### src/rtl/DmaPackage.sv
// Shared types and constants for the single-transfer DMA timing controller.
package DmaPackage;

  typedef enum logic [2:0] {
    SI = 3'd0,
    S0 = 3'd1,
    S1 = 3'd2,
    S2 = 3'd3,
    S3 = 3'd4,
    S4 = 3'd5
  } dma_state_t;

  localparam int   NUM_CH          = 4;
  localparam logic XFER_MEM_TO_IO  = 1'b0;
  localparam logic XFER_IO_TO_MEM  = 1'b1;

  function automatic logic [NUM_CH-1:0] ch_onehot(input logic [1:0] ch);
    return 4'b0001 << ch;
  endfunction

endpackage

### src/rtl/dma_priority_arb.sv
// Fixed-priority request arbiter: channel 0 highest, channel 3 lowest.
module dma_priority_arb (
  input  logic [3:0] req,
  output logic [1:0] idx,
  output logic       valid
);

  always_comb begin
    valid = |req;
    idx   = 2'd0;
    if (req[0])      idx = 2'd0;
    else if (req[1]) idx = 2'd1;
    else if (req[2]) idx = 2'd2;
    else if (req[3]) idx = 2'd3;
  end

endmodule

### src/rtl/dma_timing_control.sv
// Four-channel single-transfer DMA timing controller (SI..S4 bus cycle).
// All outputs decode from registered state so request inputs never reach commands combinationally.
module dma_timing_control
  import DmaPackage::*;
(
  input  logic        CLK,
  input  logic        RESET_N,
  input  logic [3:0]  DREQ,
  input  logic [3:0]  MASK,
  input  logic [3:0]  XFER_WRITE,
  input  logic        HLDA,
  input  logic        READY,
  input  logic        EOP_IN_N,
  input  logic        PROG_WE,
  input  logic [1:0]  PROG_CH,
  input  logic        PROG_SEL,
  input  logic [15:0] PROG_DATA,
  output logic        IDLE_CYCLE,
  output logic        ACTIVE_CYCLE,
  output logic        HRQ,
  output logic [3:0]  DACK,
  output logic        aen,
  output logic        adstb,
  output logic        ior,
  output logic        iow,
  output logic        memr,
  output logic        memw,
  output logic        eop,
  output logic [15:0] ADDR_OUT,
  output logic [3:0]  TC_PULSE
);

  dma_state_t  state_reg, state_next;
  logic [1:0]  ch_reg, ch_next;
  logic        write_reg, write_next;
  logic        ext_eop_reg, ext_eop_next;
  logic [15:0] addr_reg  [NUM_CH];
  logic [15:0] addr_next [NUM_CH];
  logic [15:0] count_reg  [NUM_CH];
  logic [15:0] count_next [NUM_CH];

  logic [1:0]  grant_idx;
  logic        grant_valid;
  logic [3:0]  ch_sel;
  logic        xfer_phase;
  logic        count_zero;

  dma_priority_arb u_arb (
    .req   (DREQ & ~MASK),
    .idx   (grant_idx),
    .valid (grant_valid)
  );

  // Per-channel register update: programming only in SI, post-increment/decrement in S4.
  generate
    for (genvar gi = 0; gi < NUM_CH; gi++) begin : g_ch
      logic sel_prog;
      logic sel_xfer;
      assign sel_prog = (state_reg == SI) && PROG_WE && (PROG_CH == 2'(gi));
      assign sel_xfer = (state_reg == S4) && (ch_reg == 2'(gi));
      assign addr_next[gi]  = (sel_prog && !PROG_SEL) ? PROG_DATA :
                              sel_xfer ? addr_reg[gi] + 16'd1 : addr_reg[gi];
      assign count_next[gi] = (sel_prog && PROG_SEL) ? PROG_DATA :
                              sel_xfer ? count_reg[gi] - 16'd1 : count_reg[gi];
    end
  endgenerate

  always_comb begin
    state_next   = state_reg;
    ch_next      = ch_reg;
    write_next   = write_reg;
    ext_eop_next = ext_eop_reg;
    case (state_reg)
      SI: begin
        ext_eop_next = 1'b0;
        if (grant_valid) begin
          state_next = S0;
          ch_next    = grant_idx;
          write_next = XFER_WRITE[grant_idx];
        end
      end
      S0: if (HLDA) state_next = S1;
      S1: state_next = HLDA ? S2 : SI;
      S2, S3: begin
        if (!HLDA) begin
          state_next = SI;
        end else if (!EOP_IN_N) begin
          state_next   = S4;
          ext_eop_next = 1'b1;
        end else if (state_reg == S2 || READY) begin
          state_next = (state_reg == S2) ? S3 : S4;
        end
      end
      S4:      state_next = SI;
      default: state_next = SI;
    endcase
  end

  always_ff @(posedge CLK) begin
    if (!RESET_N) begin
      state_reg   <= SI;
      ch_reg      <= 2'd0;
      write_reg   <= XFER_MEM_TO_IO;
      ext_eop_reg <= 1'b0;
      for (int i = 0; i < NUM_CH; i++) begin
        addr_reg[i]  <= 16'h0000;
        count_reg[i] <= 16'h0000;
      end
    end else begin
      state_reg   <= state_next;
      ch_reg      <= ch_next;
      write_reg   <= write_next;
      ext_eop_reg <= ext_eop_next;
      for (int i = 0; i < NUM_CH; i++) begin
        addr_reg[i]  <= addr_next[i];
        count_reg[i] <= count_next[i];
      end
    end
  end

  // Terminal count is detected on the pre-decrement value (0000 -> FFFF).
  assign ch_sel     = ch_onehot(ch_reg);
  assign xfer_phase = (state_reg == S2) || (state_reg == S3);
  assign count_zero = (count_reg[ch_reg] == 16'h0000);

  always_comb begin
    IDLE_CYCLE   = (state_reg == SI) || (state_reg == S0);
    ACTIVE_CYCLE = !IDLE_CYCLE;
    HRQ          = (state_reg != SI);
    aen          = ACTIVE_CYCLE;
    adstb        = (state_reg == S1);
    DACK         = xfer_phase ? ch_sel : 4'b0000;
    memr         = !(xfer_phase && write_reg == XFER_MEM_TO_IO);
    ior          = !(xfer_phase && write_reg == XFER_IO_TO_MEM);
    iow          = !(state_reg == S3 && write_reg == XFER_MEM_TO_IO);
    memw         = !(state_reg == S3 && write_reg == XFER_IO_TO_MEM);
    eop          = !(state_reg == S4 && count_zero);
    TC_PULSE     = (state_reg == S4 && (count_zero || ext_eop_reg)) ? ch_sel : 4'b0000;
    ADDR_OUT     = addr_reg[ch_reg];
  end

endmodule
### config.mk
export PLATFORM = sky130hd
export DESIGN_NAME = dma_timing_control
export DESIGN_NICKNAME = d
export VERILOG_FILES = /design/src/rtl/DmaPackage.sv /design/src/rtl/dma_priority_arb.sv /design/src/rtl/dma_timing_control.sv
export SDC_FILE = /design/constraint.sdc
export NUM_CORES = 1
export LEC_CHECK = 0
export ABC_AREA = 1
export BUFFER_PORTS_ARGS = -buffer_cell sky130_fd_sc_hd__buf_2
export CORE_MARGIN = 8
export CORE_UTILIZATION = 55
export CTS_CLUSTER_DIAMETER = 150
export DETAILED_ROUTE_END_ITERATION = 8
export GPL_ROUTABILITY_DRIVEN = 0
export PLACE_DENSITY = 0.75
export SLEW_MARGIN = 20
export SYNTH_ARGS = -nofsm -noshare
export SYNTH_HDL_FRONTEND = slang
export SYNTH_SLANG_ARGS = --single-unit
### constraint.sdc
create_clock -name CLK -period 1.44 [get_ports CLK]
set_input_delay 0.216 -clock CLK [delete_from_list [all_inputs] [get_ports CLK]]
set_output_delay 0.216 -clock CLK [all_outputs]
set_load 0.05 [all_outputs]
==> reports/qor.csv, run 1 <==
stage,metric,value,unit
clock_tree,cts_buffer_depth,2,
die,initial_utilization,55.38,%
synthesis,synth_top_area_cell,dfxtp_1,
grt,grt_usage,76.48,%
synthesis,async_flop_share,0,%
synthesis,yosysSeqAreaShare,27.95,%
die,fp-row-count,49,
grt,grt_overflow_total,68,
sta,postGrtWorstEndpoint,eop,
synthesis,synth_top_family_by_area,simple AND/OR/NAND/NOR gates,
place,hpwl,26.32,mm
outcome,first-error,[ERROR GRT-0232] Routing congestion too high. Check the congestion heatmap in the GUI.,
clock_tree,cts_made_buffers,17,
synthesis,synth_top_area_share,27.95,%
grt,grt_start_max_net_pins,40,
synthesis,netlist_area,0.009812,mm²
synthesis,yosysWarnings,0,
synthesis,synth_edf_count,0,
synthesis,synth_mux_area_share,0,%
place,place_inst,2148,
die,die_w,149.6,µm
outcome,status,aborted with a tool error,
grt,grt_antenna_before_repair,4,
synthesis,synth_xor_area_share,2.410,%
synthesis,ys_seq_elements,137,
die,ios,71,
die,die_y,149.6,µm
clock_tree,cts_max_level,4,
synthesis,synth_ff_type,dfxtp_1,
sta,worstEpCategory,primary output,
synthesis,syn_area_per_cell,5.900,µm²
place,port_buffers,70,
outcome,lastStage,global routing,
synthesis,synthAdderAreaFrac,1.020,%
clock_tree,cts_sinks,137,
clock_tree,ctsHoldBuffers,0,
place,pre_cts_slack,-0.3395,ns
synthesis,synthCells,1663,
clock_tree,ctsRootBufferMaster,clkbuf_16,
synthesis,yosys.area_share.simple,44.27,%
synthesis,synth_area_leaders,"dfxtp_1, nand2_1, nand3_1",
synthesis,synthDistinctLibCells,42,
synthesis,syn_nets,1708,
synthesis,synth_compound_area_share,13.01,%
==> per-layer routing <==
layer,overflow,GRT usage (%)
met5,0,36.05
met4,31,73.30
met3,0,67.13
met2,35,90.14
met1,2,75.46
==> per-stage QoR <==
stage               util (%)  area, µm²
detailed placement     70.86      12550
CTS                    85.88      15220
floorplan                  -      10220
global placement       70.86      12550
==> cells in the mapped netlist, types with 10 or more instances <==
library cell / number
nand4_1: 18
a21oi_1: 61
nand3b_1: 21
xor2_1: 24
dfxtp_1: 137
nor3_1: 15
buf_2: 14
o21ai_0: 87
o211ai_1: 19
nor2_1: 252
inv_1: 179
a31oi_1: 27
nand2_1: 451
clkbuf_1: 37
buf_6: 10
nand3_1: 224
==> cells by family after synthesis <==
logic type / count (synthesis)
AO/OA/AOI/OAI: 224
XOR/XNOR: 27
adder cells (fa/ha/maj): 8
buffers and inverters: 264
flip-flops: 137
AND/OR/NAND/NOR: 1003
==> timing repair <==
item,4_1_cts
pin swaps,98
resized for setup,444
gates cloned,13
buffers inserted,42
endpoints found under the setup margin,159
==> run 2: changes to the inputs <==
--- a/config.mk
+++ b/config.mk
@@ -8,11 +8,10 @@
 export ABC_AREA = 1
 export BUFFER_PORTS_ARGS = -buffer_cell sky130_fd_sc_hd__buf_2
 export CORE_MARGIN = 8
-export CORE_UTILIZATION = 55
-export CTS_CLUSTER_DIAMETER = 150
+export CORE_UTILIZATION = 40
 export DETAILED_ROUTE_END_ITERATION = 8
 export GPL_ROUTABILITY_DRIVEN = 0
-export PLACE_DENSITY = 0.75
+export PLACE_DENSITY_LB_ADDON = 0.15
 export SLEW_MARGIN = 20
 export SYNTH_ARGS = -nofsm -noshare
 export SYNTH_HDL_FRONTEND = slang
==> constraint.sdc (replaced) <==
create_clock -name CLK -period 1.9 [get_ports CLK]
set_input_delay 0.285 -clock CLK [delete_from_list [all_inputs] [get_ports CLK]]
set_output_delay 0.285 -clock CLK [all_outputs]
set_load 0.05 [all_outputs]
==> run 2 against run 1 <==
  * The flow now finishes, with violations (setup timing)
  * Area after synthesis is the same
  * Synthesized cell count is the same
==> reports/qor.csv, run 2 <==
stage,metric,value,unit
outcome,status,finished with violations,
outcome,violations,setup timing,
synthesis,syn_nets,1708,
synthesis,synth_area_leaders,"dfxtp_1, nand2_1, nand3_1",
route,first_pass_iters,5,
clock_tree,clk_latency,0.44,ns
setup_path,cp.required,1.62,ns
grt,grt_antenna_before_repair,1,
finish,final_common_cell,nand2_1,
place,hpwl,26.19,mm
route,drt_iter0_drc,1023,
grt,grt_overflow_total,0,
sta,setup-violations-final,21,
route,post_drt_wl_per_cell,16.93,µm
sta,holdWs,0.1365,ns
sta,rsz0062_at_grt,true,
synthesis,yosysWarnings,0,
sta,fmax,463.8,MHz
die,die_w,172.6,µm
sta,hold_violations,0,
place,port_buffers,70,
synthesis,synthTopCellsByCount,"nand2_1, nor2_1, nand3_1",
grt,grt_start_max_net_pins,46,
finish,final_util,52.96,%
synthesis,synth_ff_type,dfxtp_1,
sta,setup_tns,-2.083,ns
grt,global_route.peak_usage_layer,met2,
die,initial_utilization,40.58,%
power,p_leak,0.006036,µW
grt,grt.met3_usage,4.640,%
sta,relSlewSlack,64.18,%
synthesis,yosysSeqAreaShare,27.95,%
clock_tree,clk_pin_slew,0.07,ns
job,maxCapViolCount,0,
power,netSwitchingFraction,35.13,%
clock_tree,cts_sinks,137,
synthesis,synthDistinctLibCells,42,
route,drc,0,
power,pwr-share-comb,30.0,%
synthesis,synth_top_area_cell,dfxtp_1,
die,die_area,0.02980,mm²
clock_tree,cts_max_level,4,
clock_tree,cts_tree,built,
synthesis,synth_edf_count,0,
setup_path,worstPathMaxFanout,4,
setup_path,cp_slowest_stage_delay,0.32,ns
grt,grt_pass1_vias,10699,
clock_tree,cts_made_buffers,17,
power,pwr-share-seq,31.7,%
finish,layout_common_cells,"nand2_1, nor2_1, nand3_1",
clock_tree,ctsRootBufferMaster,clkbuf_16,
setup_path,cp-end-kind,output port,
setup_path,worstPathArrival,1.87,ns
synthesis,syn_area_per_cell,5.900,µm²
setup_path,cp_cell_sequence,or2_4 > nor2_4 > nand3_2 > nand3_2 > nand2_2 > buf_6 > a21oi_2 > buf_6,
power,p_total,9931,µW
power,peakVddDrop,0.4070,mV
setup_path,slowest_stage,dfxtp_2,
sta,final-max-slew-violation-count,0,
route,viasPerCell,5.304,
sta,worst_pin_slew,0.5367,ns
power,p_int,6442,µW
grt,grt_pass1_wl,57.66,mm
die,die_y,172.6,µm
synthesis,synth_top_area_share,27.95,%
finish,final_nets,1882,
grt,grt_use_met2,38.65,%
sta,fin_crit,2.156,ns
power,switchingPower,3489,µW
sta,clock_skew,0.01240,ns
die,fp-row-count,57,
route,drtAntennaViolNets,0,
power,share_clk_of_total_power,38.4,%
sta,fin_crit_sh,113.5,%
setup_path,criticalPathCategory,flip-flop to output port,
synthesis,synth_most_common_cell,nand2_1,
power,p_per_area,775.6,mW/mm²
grt,grt_usage,23.83,%
route,vias,11531,
clock_tree,cts_buffer_depth,2,
sta,layout_setup_ws,-0.2562,ns
grt,grtUsageMet1,30.60,%
die,ios,71,
setup_path,worstRegToRegCells,16,
synthesis,ys_seq_elements,137,
place,dpl_cell_area,0.01140,mm²
synthesis,async_flop_share,0,%
hold_path,hold_class,input pin to flip-flop,
finish,layout-drive-gt1-share,21.30,%
finish,stdcell_area,0.01280,mm²
finish,syn2layout_area_growth,30.50,%
die,core_area,0.02418,mm²
synthesis,synthCells,1663,
synthesis,netlist_area,0.009812,mm²
finish,antenna-diode-count,0,
route,drt_wl_total,36.80,mm
hold_path,holdPathStages,3,
setup_path,cp-start-kind,flip-flop,
run 2: cell type report:
cell class | count | area [µm²]
Multi-Input combinational cell | 1262 | 6394
Timing Repair inverter | 1 | 5.005
Tap cell | 324 | 405.4
Clock buffer | 18 | 439.2
Fill cell | 2390 | 11370
Clock inverter | 14 | 220.2
Sequential cell | 137 | 2768
Inverter | 190 | 733.2
Timing Repair Buffer | 228 | 1841
run 2: cells by family (layout without fill, tap and decap cells):
group	after synthesis	in the layout	synth area share, %
AOI/OAI and AO/OA	224	224	13.01
DFF	137	137	27.95
and+or+nand+nor	1003	1003	44.27
adders and majority gates	8	8	1.020
xor gates and xnor gates	27	27	2.410
buffers and inverters	264	451	11.34
run 2: through the flow:
| stage | cells | worst slack, ns |
|---|---|---|
| 6_report | 2174 | -0.2562 |
| 5_1_grt | 2174 | -0.3667 |
| 4_1_cts | 2167 | -0.2648 |
| 3_5_place_dp | 2116 | -0.06667 |
| 3_3_place_gp | 2116 | -0.04228 |
| 2_1_floorplan | 1663 | -0.2433 |
run 2: repair_timing:
item	CTS	global route
setup buffers	19	6
endpoints found under the setup margin	27	49
hold buffers	0	0
gates cloned	0	3
gates resized for setup	107	67
pin swaps	27	22
endpoints found under the hold margin	0	0
run 2: final timing paths:
check / end / from / slack [ns]
max: TC_PULSE[3] / count_reg[0][12] / -0.26
min: state_reg[2] / HLDA / 0.14
max reg2reg: count_reg[3][14] / count_reg[3][4] / 0.09
min reg2reg: count_reg[1][9] / count_reg[1][9] / 0.50
run 2: per-layer routing:
metal  wire (µm)  part of all wire, %  vias up
li1            -                    -     5725
met1       16060                   44     5306
met2       16810                   46      419
met3        2712                  7.4       81
met4        1215                  3.3        0
met5           0                    0        -
run 2: worst max-delay path, delay by kind of cell (launching register included):
family | cells | cell delay [ns]
flops | 1 | 0.32
simple gates | 5 | 0.65
buf+inv | 2 | 0.32
compound gates | 1 | 0.14
run 2: power groups by stage:
stage               Sequential [µW]  Combinational, µW  Clock, µW
detailed placement             3180               2490          0
global route                   3160               3200       3960
floorplan                      3150               1690          0
CTS                            3130               2770       3840
finish                         3140               2980       3810
global placement               3180               2470          0
(Power assumes the default switching activity.)
